**src/rtl/core_ifetch_queue_pkg.sv**
```systemverilog
// Shared constants and types for the KayRV32 instruction prefetch queue.
// Optional build macro used by core_ifetch_queue: KAYRV32_IFQ_BYPASS_EN.
package core_ifetch_queue_pkg;

  // Default reset vector and sequential fetch stride.
  localparam logic [31:0] RESET_VECTOR = 32'h0000_0000;
  localparam int unsigned PC_INC       = 4;

  // What happens to a memory response in the current cycle.
  typedef enum logic [1:0] {
    RESP_NONE,
    RESP_PUSH,
    RESP_DROP,
    RESP_BYPASS
  } resp_action_e;

  // Width of a counter that must hold values 0..depth inclusive.
  function automatic int unsigned count_width(input int unsigned depth);
    return $clog2(depth) + 1;
  endfunction

endpackage

```
**src/rtl/core_ifq_fifo.sv**
```systemverilog
// In-order FIFO of {PC, instruction} entries with flush; head is read
// straight out of the storage registers.
module core_ifq_fifo
  import core_ifetch_queue_pkg::*;
#(
  parameter int unsigned DEPTH = 4,
  parameter int unsigned WIDTH = 64,
  localparam int unsigned CW   = count_width(DEPTH)
) (
  input  logic             clk,
  input  logic             rst_n,
  input  logic             flush,
  input  logic             push,
  input  logic [WIDTH-1:0] push_data,
  input  logic             pop,
  output logic [CW-1:0]    count,
  output logic [WIDTH-1:0] head_data,
  output logic             head_valid
);

  localparam int unsigned PW = $clog2(DEPTH);

  logic [WIDTH-1:0] mem [DEPTH];
  logic [PW-1:0]    rd_ptr;
  logic [PW-1:0]    wr_ptr;

  // Storage, pointers and occupancy; flush wins over push/pop.
  always_ff @(posedge clk or negedge rst_n) begin
    if (!rst_n) begin
      for (int unsigned i = 0; i < DEPTH; i++) begin
        mem[i] <= '0;
      end
      rd_ptr <= '0;
      wr_ptr <= '0;
      count  <= '0;
    end else if (flush) begin
      rd_ptr <= '0;
      wr_ptr <= '0;
      count  <= '0;
    end else begin
      if (push) begin
        mem[wr_ptr] <= push_data;
        wr_ptr      <= wr_ptr + PW'(1);
      end
      if (pop) begin
        rd_ptr <= rd_ptr + PW'(1);
      end
      count <= count + CW'(push) - CW'(pop);
    end
  end

  assign head_data  = mem[rd_ptr];
  assign head_valid = (count != '0);

  // A push into a full FIFO means the credit accounting upstream is broken.
  assert property (@(posedge clk) disable iff (!rst_n)
    !(push && !pop && !flush && (count == CW'(DEPTH))));

endmodule

```
**src/rtl/core_ifetch_queue.sv**
```systemverilog
// KayRV32 instruction prefetch queue: issues sequential word fetches,
// tracks outstanding requests, buffers responses with their PCs and
// discards stale responses after a redirect.
// Build option: define KAYRV32_IFQ_BYPASS_EN for a zero-latency path from
// a memory response to the IF stage when the queue is empty.
module core_ifetch_queue
  import core_ifetch_queue_pkg::*;
#(
  parameter int unsigned       DEPTH    = 4,
  parameter int unsigned       ADDR_W   = 32,
  parameter int unsigned       DATA_W   = 32,
  parameter logic [ADDR_W-1:0] RESET_PC = ADDR_W'(RESET_VECTOR)
) (
  input  logic              i_Clk,
  input  logic              i_Rstn,
  input  logic              i_Redirect,
  input  logic [ADDR_W-1:0] i_RedirectAddr,
  output logic [DATA_W-1:0] o_Instr,
  output logic [ADDR_W-1:0] o_InstrPC,
  output logic              o_Valid,
  input  logic              i_Ready,
  output logic              o_Stall,
  output logic              o_Mem_Req,
  output logic [ADDR_W-1:0] o_Mem_Addr,
  input  logic              i_Mem_Gnt,
  input  logic              i_Mem_RValid,
  input  logic [DATA_W-1:0] i_Mem_RData
);

  localparam int unsigned       CW        = count_width(DEPTH);
  localparam logic [CW:0]       CREDITS   = (CW+1)'(DEPTH);
  localparam logic [ADDR_W-1:0] WORD_MASK = ~ADDR_W'(3);
  localparam logic [ADDR_W-1:0] PC_STEP   = ADDR_W'(PC_INC);

  logic [ADDR_W-1:0] fetch_pc;
  logic [ADDR_W-1:0] resp_pc;
  logic [CW-1:0]     outstanding;
  logic [CW-1:0]     outstanding_nxt;
  logic [CW-1:0]     drop_cnt;
  logic [CW-1:0]     fifo_count;
  logic [CW:0]       credit_used;
  logic              grant;
  logic              fifo_push;
  logic              fifo_pop;
  logic              head_valid;
  logic [ADDR_W+DATA_W-1:0] head_data;
  logic [ADDR_W-1:0] redirect_base;
  resp_action_e      resp_action;

  assign redirect_base   = i_RedirectAddr & WORD_MASK;
  assign credit_used     = {1'b0, fifo_count} + {1'b0, outstanding};
  assign o_Mem_Req       = i_Rstn && (credit_used < CREDITS);
  assign o_Mem_Addr      = fetch_pc;
  assign grant           = o_Mem_Req && i_Mem_Gnt;
  assign outstanding_nxt = outstanding + CW'(grant) - CW'(i_Mem_RValid);

  // Classify this cycle's response: stale (drop), forwarded, or buffered.
  always_comb begin
    resp_action = RESP_NONE;
    if (i_Mem_RValid) begin
      if (drop_cnt != '0) begin
        resp_action = RESP_DROP;
`ifdef KAYRV32_IFQ_BYPASS_EN
      end else if ((fifo_count == '0) && i_Ready) begin
        resp_action = RESP_BYPASS;
`endif
      end else begin
        resp_action = RESP_PUSH;
      end
    end
  end

  assign fifo_push = (resp_action == RESP_PUSH) && !i_Redirect;
  assign fifo_pop  = head_valid && i_Ready;

  // Fetch/response PCs, request credits and stale-response drop counter.
  // On redirect every request still in flight after this cycle (including
  // one granted right now for the old address) belongs to the old stream.
  always_ff @(posedge i_Clk or negedge i_Rstn) begin
    if (!i_Rstn) begin
      fetch_pc    <= RESET_PC & WORD_MASK;
      resp_pc     <= RESET_PC & WORD_MASK;
      outstanding <= '0;
      drop_cnt    <= '0;
    end else begin
      outstanding <= outstanding_nxt;
      if (i_Redirect) begin
        fetch_pc <= redirect_base;
        resp_pc  <= redirect_base;
        drop_cnt <= outstanding_nxt;
      end else begin
        if (grant) begin
          fetch_pc <= fetch_pc + PC_STEP;
        end
        if ((resp_action == RESP_PUSH) || (resp_action == RESP_BYPASS)) begin
          resp_pc <= resp_pc + PC_STEP;
        end
        if (resp_action == RESP_DROP) begin
          drop_cnt <= drop_cnt - CW'(1);
        end
      end
    end
  end

  core_ifq_fifo #(
    .DEPTH (DEPTH),
    .WIDTH (ADDR_W + DATA_W)
  ) u_fifo (
    .clk        (i_Clk),
    .rst_n      (i_Rstn),
    .flush      (i_Redirect),
    .push       (fifo_push),
    .push_data  ({resp_pc, i_Mem_RData}),
    .pop        (fifo_pop),
    .count      (fifo_count),
    .head_data  (head_data),
    .head_valid (head_valid)
  );

`ifdef KAYRV32_IFQ_BYPASS_EN
  logic bypass_hit;
  assign bypass_hit = (resp_action == RESP_BYPASS);
  assign o_Valid    = head_valid | bypass_hit;
  assign o_Instr    = bypass_hit ? i_Mem_RData : head_data[DATA_W-1:0];
  assign o_InstrPC  = bypass_hit ? resp_pc : head_data[ADDR_W+DATA_W-1:DATA_W];
`else
  assign o_Valid    = head_valid;
  assign o_Instr    = head_data[DATA_W-1:0];
  assign o_InstrPC  = head_data[ADDR_W+DATA_W-1:DATA_W];
`endif

  assign o_Stall = !o_Valid;

  // Buffered plus in-flight work never exceeds the FIFO size.
  assert property (@(posedge i_Clk) disable iff (!i_Rstn) credit_used <= CREDITS);
  assert property (@(posedge i_Clk) disable iff (!i_Rstn) drop_cnt <= CW'(DEPTH));

endmodule

```
**config.mk**
```make
export PLATFORM = sky130hd
export DESIGN_NAME = core_ifetch_queue
export DESIGN_NICKNAME = d
export VERILOG_FILES = /design/src/rtl/core_ifetch_queue_pkg.sv /design/src/rtl/core_ifq_fifo.sv /design/src/rtl/core_ifetch_queue.sv
export SDC_FILE = /design/constraint.sdc
export NUM_CORES = 1
export LEC_CHECK = 0
export ABC_CLOCK_PERIOD_IN_PS = 4000
export CAP_MARGIN = 20
export CORE_UTILIZATION = 58
export DETAILED_ROUTE_END_ITERATION = 10
export GPL_TIMING_DRIVEN = 0
export HOLD_SLACK_MARGIN = 0.12
export PLACE_DENSITY_LB_ADDON = 0.08
export SLEW_MARGIN = 20
export SYNTH_ARGS = -nofsm -noshare
export SYNTH_HDL_FRONTEND = slang
export SYNTH_HIERARCHICAL = 1
export SYNTH_SLANG_ARGS = --single-unit
```
**constraint.sdc**
```tcl
create_clock -name i_Clk -period 4 [get_ports i_Clk]
set_input_delay 0.4 -clock i_Clk [delete_from_list [all_inputs] [get_ports i_Clk]]
set_output_delay 0.4 -clock i_Clk [all_outputs]
set_load 0.02 [all_outputs]
```
==> out/results.ini <==
[outcome]
status=completed

[detailed_routing]
routedWlPerCell_um=21.8
first_pass_iters=5
ant_nets=0
vias_per_cell=6.01
drt-total-wl_mm=38.5
via_count=10595
dr.first_iter.drc_count=681
drc_errors=0

[floorplanning]
fp.coreArea_um2=28000
ios=169
die_h_um=171
fp.dieW_um=171
dieArea_um2=29400
initial_core_util=0.594
rows=61

[grt]
grt_overflow=0
antenna_found_initial=1
grt_max_degree=99
grt_pass1_vias=11143
grt_pass1_wl_mm=62.3
grt_use_total=0.276

[setup_path]
worstSetupPathType=in -> reg
end_kind=flop
critPathMaxFanout=97
startpoint_type=primary input
worstPathArrival_ns=4.13
required_ns=4.44

[pwr]
switching_share=0.297
intPower_mw=8.56
powerDensity_nw_per_um2=599
switching_power_mw=3.61
vdd_drop_max_mv=0.305
p_comb_frac=0.338
clockPowerShare=0.307
leakagePower_nw=9.58
p_seq_frac=0.354

[placed_design]
post-dp-hpwl_mm=25.4
placed_area_um2=18900
port_buffers=164
place_congestion=0.931
dp_cells=1692

[cells_and_area]
area_delta_synth_final_pct=21.9
finalNonFillerCells=1763
final_layout_size_suffix_gt1_frac=0.319
fin_area_um2=20300
antenna_cells=0
nNetsFinal=1442

[yosys]
ys_async_sr_fraction=1.00
syn-mean-instance-area_um2=14.6
synth_cells=1138
ys_seq_area_frac=0.495
synth_area_um2=16600
synth_edf_count=0
synth_cell_type_count=62
yosys.area.top_type=dfrtp_1
ys_ff_latch=329
yosys_most_used_dff=dfrtp_1
synth_top_cell_area_share=0.495
ys_top_cells_by_area=dfrtp_1 49%, mux2_4 17%, mux4_2 8.7%, mux2_2 4.1%, buf_6 2.1%
ys_warn_count=6

[clocking]
clk_pin_slew_worst_paths_ns=0.06
clkLatencyLatePin_ns=0.53
htree_levels=2
cts_buffers=38
cts_sinks=329
ctsResizeCount=0
cts_tree=done
cts-root-buf=clkbuf_16
clockBufferDepth=3

[sta]
skew_ns=0.0197
setup_viol=0
fin_crit_ns=3.69
period_share=0.922
fmax_ghz=0.271
grt_setup_unrepaired=no
hold_violations=0
setup-tns-final_ns=0
hold_ws_ns=0.491
slew_violations=0
max_slew_margin=0.479
worstMarginPinSlew_ns=0.778

[flow_run]
maxCapViolCount=0

[worst_hold_path]
hold_class=reg -> reg

## cell usage after synthesis, types with 18 or more instances
library cell and n:
dfrtp_1 329, mux2_4 188, mux4_2 64, mux2_2 61, nor2_1 48, nand2_1 37, buf_6 31, nand3_1 28
nor3_1 24, a211oi_1 23, and4_1 20, nand4_1 20, nor4_1 20, clkbuf_1 18
## worst paths after layout
path	endpoint	depth (start not counted)	startpoint	slack (ns)
setup / recovery	drop_cnt[2]	14	i_Rstn	0.31
hold / removal	u_fifo/mem[36]	1	u_fifo/mem[36]	0.49
setup reg to reg	drop_cnt[2]	12	outstanding[2]	0.68
hold reg to reg	u_fifo/mem[36]	1	u_fifo/mem[36]	0.49
max in group asynchronous	resp_pc[29]	3	i_Rstn	3.00
min in group asynchronous	u_fifo/mem[218]	3	i_Rstn	0.52
## layer usage
layer	share of wire	global-route usage	wire (um)	vias up
met4	0.022	0.0823	835	2
met5	0.00034	0	13	-
met2	0.47	0.435	18100	341
li1	-	-	-	4721
met3	0.049	0.0407	1890	68
met1	0.46	0.398	17700	5463
## cells by family after synthesis
kind of cell	synth area share
flip-flops	0.495
multiplexers	0.310
AND/OR/NAND/NOR	0.0922
AO/OA/AOI/OAI	0.0395
XOR/XNOR	0.0108
buffers and inverters	0.0393
other	0.000225
adder cells (fa/ha/maj)	0.0129
## power by group through the flow
stage	logic [mW]	registers (mW)	clock network [mW]
after detailed placement	4.15	4.33	0
after global routing	4.39	4.38	3.95
after global placement	4.07	4.33	0
final	4.12	4.31	3.74
after CTS	4.17	4.30	3.81
after floorplan	2.66	4.24	0
## worst max-delay path: stages
cell and delay, ns:
dlygate4sd3_1 0.56, buf_8 0.18, buf_16 0.36, nor4b_4 0.73, nand3_1 0.25, buf_2 0.27, ha_1 0.30, inv_1 0.06
ha_1 0.13, inv_1 0.05, fa_1 0.37, xnor2_1 0.21, nand2_1 0.07, o21ai_0 0.09
## layout by cell type, fill, tap and decap left out, types with 6 or more instances in the layout
| cell type | n |
|---|---|
| o21ai_0 | 10 |
| nor2_1 | 48 |
| nand4_1 | 20 |
| clkinv_2 | 7 |
| mux2_2 | 61 |
| clkdlybuf4s50_1 | 163 |
| mux2_4 | 188 |
| o31ai_1 | 10 |
| nand2_1 | 37 |
| and4_1 | 20 |
| a211oi_1 | 23 |
| conb_1 | 10 |
| ha_1 | 14 |
| and3_1 | 13 |
| mux4_2 | 64 |
| nor2b_1 | 6 |
| xnor2_1 | 15 |
| clkbuf_1 | 23 |
| a31oi_1 | 7 |
| a311oi_1 | 13 |
| buf_6 | 31 |
| clkbuf_8 | 10 |
| nand3_1 | 28 |
| mux2_1 | 17 |
| nor4_1 | 20 |
| a21oi_1 | 7 |
| nor3_1 | 24 |
| dfrtp_1 | 329 |
| buf_2 | 10 |
| inv_1 | 16 |
| or4_1 | 8 |
| clkbuf_16 | 41 |
| nand2b_1 | 10 |
## sequential cells by signal, summed over array words and instances (netlist names)
signal         flops
outstanding        3
o_Mem_Addr        30
drop_cnt           3
u_fifo/mem       256
u_fifo/wr_ptr      2
u_fifo/count       3
resp_pc           30
u_fifo/rd_ptr      2
## timing repair
item,4_1_cts,5_1_grt
buffers inserted,0,0
hold buffers,2,0
endpoints found under the hold margin,77,0
endpoints found under the setup margin,0,0
## layout make-up
cell class,count,area [um^2]
tap,378,473
timing repair buffer,169,1770
sequential,329,8230
clock inverter,13,196
inverter,17,63.8
clock buffer,56,1180
multi-input combinational,730,7790
buffer,71,591
fill,1895,7720
## per-stage QoR
stage	total power, mW	util	worst slack, ns
after floorplan	6.90	-	1.21
after global placement	8.39	0.671	-11.82
after detailed placement	8.47	0.674	-0.0932
after CTS	12.3	0.725	0.314
after global routing	12.7	0.725	0.137
final	12.2	0.725	0.313
(Power assumes the default switching activity.)
